`src/rtl/hififo_pkg.sv`:
```
// Shared types for the HIFIFO traffic sequencer: data word and the run-state encoding.
package hififo_pkg;
  localparam int DATA_W = 64;

  typedef logic [DATA_W-1:0] hififo_word_t;

  typedef enum logic {
    SEQ_IDLE = 1'b0,
    SEQ_RUN  = 1'b1
  } seq_state_e;
endpackage

```
`src/rtl/hififo_seq_checker.sv`:
```
// FPC-side checker: drains the FIFO every valid cycle and compares against an incrementing pattern.
module hififo_seq_checker import hififo_pkg::*; #(
  parameter hififo_word_t RX_START = 64'd0,
  parameter int           ERR_W    = 32
) (
  input  logic             clock,
  input  logic             reset,
  input  logic             run,
  input  logic             fpc_valid,
  input  hififo_word_t     fpc_data,
  output logic             fpc_read,
  output logic [ERR_W-1:0] rx_count,
  output logic [ERR_W-1:0] err_count,
  output hififo_word_t     first_err
);

  logic [ERR_W-1:0] rx_q, rx_d;
  logic [ERR_W-1:0] err_q, err_d;
  hififo_word_t     exp_q, exp_d;
  hififo_word_t     first_q, first_d;

  assign fpc_read = run & fpc_valid;

  always_comb begin
    rx_d    = rx_q;
    err_d   = err_q;
    exp_d   = exp_q;
    first_d = first_q;
    if (fpc_read) begin
      rx_d = rx_q + ERR_W'(1);
      if (fpc_data == exp_q) begin
        exp_d = exp_q + 64'd1;
      end else begin
        // Resync on the received word so one dropped/extra word costs a single error.
        exp_d = fpc_data + 64'd1;
        if (err_q != '1) err_d = err_q + ERR_W'(1);
        if (err_q == '0) first_d = fpc_data;
      end
    end
  end

  always_ff @(posedge clock or negedge reset) begin
    if (!reset) begin
      rx_q    <= '0;
      err_q   <= '0;
      exp_q   <= RX_START;
      first_q <= '0;
    end else begin
      rx_q    <= rx_d;
      err_q   <= err_d;
      exp_q   <= exp_d;
      first_q <= first_d;
    end
  end

  assign rx_count  = rx_q;
  assign err_count = err_q;
  assign first_err = first_q;

endmodule

```
`src/rtl/hififo_sequencer.sv`:
```
// HIFIFO loopback traffic endpoint: checks the FPC stream and generates the TPC stream.
module hififo_sequencer import hififo_pkg::*; #(
  parameter hififo_word_t TX_START = 64'd0,
  parameter hififo_word_t RX_START = 64'd0,
  parameter int           ERR_W    = 32
) (
  input  logic             clock,
  input  logic             reset,
  input  logic             fpc_valid,
  input  hififo_word_t     fpc_data,
  output logic             fpc_read,
  input  logic             tpc_ready,
  output logic             tpc_write,
  output hififo_word_t     tpc_data,
  output logic [ERR_W-1:0] rx_count,
  output logic [ERR_W-1:0] err_count,
  output hififo_word_t     first_err
);

  // Handshakes: FPC word transfers on any edge with fpc_valid & fpc_read (FWFT head);
  // TPC word transfers on any edge with tpc_write, tpc_ready having promised 2 words of slack.
  seq_state_e   state_q, state_d;
  logic         run;
  logic         write_q, write_d;
  hififo_word_t data_q, data_d;

  always_comb begin
    state_d = state_q;
    case (state_q)
      SEQ_IDLE: state_d = SEQ_RUN;
      SEQ_RUN:  state_d = SEQ_RUN;
      default:  state_d = SEQ_IDLE;
    endcase
  end

  assign run = (state_q == SEQ_RUN);

  always_comb begin
    write_d = run & tpc_ready;
    data_d  = data_q;
    if (write_q) data_d = data_q + 64'd1;
  end

  always_ff @(posedge clock or negedge reset) begin
    if (!reset) begin
      state_q <= SEQ_IDLE;
      write_q <= 1'b0;
      data_q  <= TX_START;
    end else begin
      state_q <= state_d;
      write_q <= write_d;
      data_q  <= data_d;
    end
  end

  assign tpc_write = write_q;
  assign tpc_data  = data_q;

  hififo_seq_checker #(
    .RX_START (RX_START),
    .ERR_W    (ERR_W)
  ) u_checker (
    .clock     (clock),
    .reset     (reset),
    .run       (run),
    .fpc_valid (fpc_valid),
    .fpc_data  (fpc_data),
    .fpc_read  (fpc_read),
    .rx_count  (rx_count),
    .err_count (err_count),
    .first_err (first_err)
  );

endmodule

```
`config.mk`:
```
export PLATFORM = sky130hd
export DESIGN_NAME = hififo_sequencer
export DESIGN_NICKNAME = d
export VERILOG_FILES = /design/src/rtl/hififo_pkg.sv /design/src/rtl/hififo_seq_checker.sv /design/src/rtl/hififo_sequencer.sv
export SDC_FILE = /design/constraint.sdc
export NUM_CORES = 1
export LEC_CHECK = 0
export CORE_ASPECT_RATIO = 0.8
export CORE_MARGIN = 2
export CORE_UTILIZATION = 56
export CTS_CLUSTER_DIAMETER = 60
export DETAILED_ROUTE_END_ITERATION = 10
export GPL_TIMING_DRIVEN = 0
export MAX_ROUTING_LAYER = met4
export PLACE_DENSITY = 0.93
export SLEW_MARGIN = 20
export SYNTH_ARGS = -nofsm -noshare
export SYNTH_HDL_FRONTEND = slang
export SYNTH_SLANG_ARGS = --single-unit
```
`constraint.sdc`:
```
create_clock -name clock -period 3.55 [get_ports clock]
set_clock_uncertainty 0.1 [all_clocks]
set_input_delay 1.065 -clock clock [delete_from_list [all_inputs] [get_ports clock]]
set_output_delay 1.065 -clock clock [all_outputs]
set_load 0.03 [all_outputs]
```
# Word level (Yosys, flattened, before mapping)
# Cells that the tools add are included.
classes:
  bitwise: 3
  add_sub_neg: 5
  eq_ne: 2
  mux: 1
  reduce_logical: 3
op_table:
  columns: ["cell", "n"]
  rows:
  - ["64-bit by 1-bit adder with 64-bit output, second input constant", 3]
  - ["32-bit by 1-bit adder with 32-bit output, second input constant", 2]
  - ["64-bit equality test", 1]
  - ["64-bit two-way mux", 1]
  - ["32-bit zero test", 1]
  - ["32-bit inequality test, second input constant", 1]
  - ["3-bit AND reduction", 2]
  - ["1-bit bitwise AND", 2]
  - ["1-bit inverter", 1]
totals:
  elab_cells: 21
  reg_bits: 258
  input_bits: 68

# Depth between registers and ports, before layout
logic_depth:
  ltp_word: 3
  ltp_mapped: 10

# Cells and area by module
# Synthesis repeated with hierarchy kept, for this count alone.
hier_totals:
  cells_unflattened: 1239
  hier_area_um2: 12983.7
by_module_without_submodules:
  columns: ["module", "cells_per_inst", "n_inst", "seq_area_each_um2", "area_per_inst_um2"]
  rows:
  - ["hififo_seq_checker", 951, 1, 4804.6, 9878.2]
  - ["hififo_sequencer", 288, 1, 1651.6, 3105.5]

# Worst setup path after synthesis
# OpenSTA, ideal clock, no wires.
synth_timing:
  path_type: "input -> output"
  startpoint: "input fpc_valid"
  endpoint: "output fpc_read"
  arrival_time_ns: 2.084
  path_slack_ns: 0.301
  path_stages: 4
  path_buffers: 2
  cell_sequence: "nand2_1 > inv_1 > clkbuf_1 > buf_1"
synth_between:
  elab_chain_cells: 1
synth_rtl:
  columns: ["item", "line_no", "rtl"]
  rows:
  - ["start: declaration", "hififo_sequencer.sv:9", "input logic fpc_valid,"]
  - ["1-bit bitwise AND", "hififo_seq_checker.sv:22", "assign fpc_read = run & fpc_valid;"]
  - ["end: declaration", "hififo_sequencer.sv:11", "output logic fpc_read,"]
# No other way between the ends.

# Worst setup path after layout
layout_timing:
  startpoint: "input fpc_data[48]"
  endpoint: "register u_checker.first_q[61], in the netlist u_checker.first_err[61]"
layout_between:
  elab_chain_cells: 3
layout_rtl:
  columns: ["item", "line_no", "rtl"]
  rows:
  - ["start: declaration", "hififo_sequencer.sv:10", "input hififo_word_t fpc_data,"]
  - ["64-bit equality test", "hififo_seq_checker.sv:31", "if (fpc_data == exp_q) begin"]
  - ["1-bit inverter (no source line)", null, null]
  - ["3-bit AND reduction (no source line)", null, null]
  - ["end signal: assignment", "hififo_seq_checker.sv:52", "first_q <= first_d;"]
  - ["end: declaration", "hififo_seq_checker.sv:20", "hififo_word_t first_q, first_d;"]
# No other way between the ends.
# A chain may end at the register's enable or synchronous reset.

==> flow_summary.json <==
{
  "status": "complete, no violations",
  "ys_warn_count": 0,
  "setup_viol": 0,
  "r2r_end": "u_checker.first_err[61]",
  "cp-end-kind": "flip-flop",
  "clk_pin_slew_worst_paths_ps": 70,
  "synth_cell_type_count": 36,
  "endpoint": "u_checker.first_err[61]",
  "p_total_mw": 9.88,
  "power_leakage_nw": 7.27,
  "start_kind": "input pin",
  "cts-root-buf": "clkbuf_16",
  "finalMaxSlewViolations": 0,
  "core_area_um2": 22300,
  "dp_hpwl_mm": 26.0,
  "timing_worst_setup_path_type": "input pin to flip-flop",
  "placedCellCount": 1748,
  "wl_per_cell_um": 20.6,
  "cts_sinks": 258,
  "synthTopCellsByArea": "dfrtp_1 51%, xor2_1 11%, xnor2_1 6.0%",
  "syn_area_um2": 12600,
  "ioPinCount": 262,
  "cpMostUsedCell": "buf_6",
  "regArea_um2": 6460,
  "cts_buffer_depth": 3,
  "synth_common_cells": "258 x dfrtp_1, 157 x xor2_1, 131 x nand2_1",
  "tightest_slew_ps": 829,
  "portBuffers": 248,
  "htree_levels": 1,
  "maxCapViolations": 0,
  "multi_input_area_um2": 5920,
  "r2r_slack_ps": 730,
  "start_util_pct": 56.6,
  "die_h_um": 138,
  "fin_cells": 1800,
  "postSynthAreaPerCell_um2": 10.6,
  "holdWs_ps": 365,
  "cts_tree": "built",
  "grt.total_usage_pct": 31.9,
  "startpoint": "fpc_data[48]",
  "die_width_um": 172,
  "ant_nets": 0,
  "cpLargestDelayFamily": "buffers and inverters",
  "ys_seq_area_share_pct": 51.1,
  "cp_slowest_cell": "clkdlybuf4s50_1",
  "crit_arrival_ps": 3830,
  "grt-ovfl-total": 0,
  "synth_nets": 1265,
  "fin_crit_sh_pct": 99.1,
  "synth-edff-count": 0,
  "place_congestion": 0.923,
  "fin_crit_ps": 3520,
  "area_delta_synth_final_pct": 31.4,
  "row_count": 49,
  "relSlewSlack_pct": 44.3,
  "finalHoldViolCount": 0,
  "clock_insertion_delay_worst_skew_ps": 530,
  "drive_above_1_share_pct": 6.90,
  "cts_made_buffers": 26,
  "grt_antenna_before_repair": 1,
  "synth_top_area_cell": "dfrtp_1",
  "ctsHoldBuffers": 0,
  "die_area_um2": 23800,
  "synth_seq_cells": 258,
  "hp-class": "input pin to async pin",
  "synthCells": 1192,
  "fillers": 1413,
  "critPathMaxFanout": 10,
  "grt_first_pass_wirelength_mm": 58.7,
  "max_stage_delay_ps": 550,
  "grt_max_degree": 100,
  "finalWirelength_mm": 37.2,
  "r2r-start": "u_checker.exp_q[63]",
  "p_per_area_nw_per_um2": 595,
  "vias_per_cell": 6.01,
  "reg2reg_depth": 9,
  "synth_top_area_share_pct": 51.1,
  "path_depth": 10,
  "async_flop_share_pct": 100,
  "irDropWorstVdd_mv": 0.513,
  "setup_tns_ps": 0,
  "drc_errors": 0,
  "synthFlopType": "dfrtp_1",
  "vias": 10800,
  "grt_pass1_vias": 10900,
  "crit_chain": "clkdlybuf4s50_1, xor2_1, nor4_2, nand4_1, nor4_4, buf_4, or4_1, buf_6, buf_6, mux2_1",
  "dr.first_iter.drc_count": 1100,
  "worstPathRequired_ps": 3860,
  "synth.most_common_cell": "dfrtp_1",
  "max_freq_ghz": 0.284,
  "first_pass_iters": 5,
  "path_buf_inv": 4,
  "nets": 1548
}
==> worst register-to-register path: cells and delay by family (launching register included) <==
kind,cells,cell delay (ps)
DFF,1,390
buffers and inverters,3,610
xor gates and xnor gates,1,210
muxes,1,350
and+or+nand+nor,4,1040
==> power breakdown <==
part	internal (mW)	leakage, nW	switching (mW)
sequential	3.50	3.35	0.416
clock	1.76	0.448	1.18
combinational	1.28	3.48	1.75
==> how the worst min path moves through the flow <==
stage,end,slack [ps],cells past startpoint
3_5_place_dp,u_checker.rx_count[31],370,1
4_1_cts,u_checker.rx_count[31],380,1
3_3_place_gp,u_checker.rx_count[31],360,1
5_1_grt,u_checker.rx_count[31],390,1
2_1_floorplan,u_checker.exp_q[1],370,2
6_report,u_checker.rx_count[29],360,1
==> layer usage <==
layer / wire length, um / vias up / GRT usage (%) / share of wire [%]
met3: 3460 / 150 / 7.10 / 9.3
met2: 17600 / 649 / 49.8 / 47
met4: 1630 / 0 / 11.7 / 4.4
met1: 14500 / 5298 / 41.1 / 39
met5: 0 / - / - / 0
li1: - / 4725 / - / -
==> stage by stage <==
| step | util, % | setup WS (ps) | area (um2) |
|---|---|---|---|
| after global routing | 74.4 | -12.8 | 16600 |
| after global placement | 69.5 | -9480 | 15500 |
| final | 74.4 | 30.4 | 16600 |
| after CTS | 74.0 | 11.3 | 16500 |
| after detailed placement | 69.7 | -1480 | 15600 |
| after floorplan | - | 301 | 12600 |
==> cell usage in the layout, fill, tap and decap left out, drive strengths merged, types with 48 or more instances in the layout <==
cell           instances
o21ai                 63
xnor2                 87
nand2                131
nand4                 70
clkbuf                63
xor2                 157
mux2                  66
nor4                  48
clkdlybuf4s50        244
dfrtp                258
nand3                 57
nor2                  62
==> cells by family after synthesis <==
kind of cell | after synthesis | synth area share, %
simple gates | 477 | 20.1
flops | 258 | 51.1
xor+xnor | 244 | 16.9
buf+inv | 71 | 2.71
compound gates | 70 | 2.84
mux | 66 | 5.88
fa+ha+maj | 5 | 0.495
other cells | 1 | 0.0297
==> state kept, by name (all words and copies together), names as in the netlist <==
signal,flops
run,1
tpc_data,64
tpc_write,1
u_checker.err_count,32
u_checker.exp_q,64
u_checker.first_err,64
u_checker.rx_count,32
==> what timing repair did <==
item                       4_1_cts  5_1_grt
setup endpoints to repair       87       81
pin swaps                        1        5
resized for setup               11       12
buffers inserted                 3        4
==> layout make-up <==
class | count | share of cell area [%]
Inverter | 14 | 0.339
Antenna cell | 1 | 0.0151
Clock inverter | 10 | 0.927
Clock buffer | 36 | 4.51
Sequential cell | 258 | 38.9
Multi-Input combinational cell | 863 | 35.7
Buffer | 55 | 1.70
Timing Repair Buffer | 257 | 15.6
Tap cell | 306 | 2.31
(Power assumes the default switching activity.)
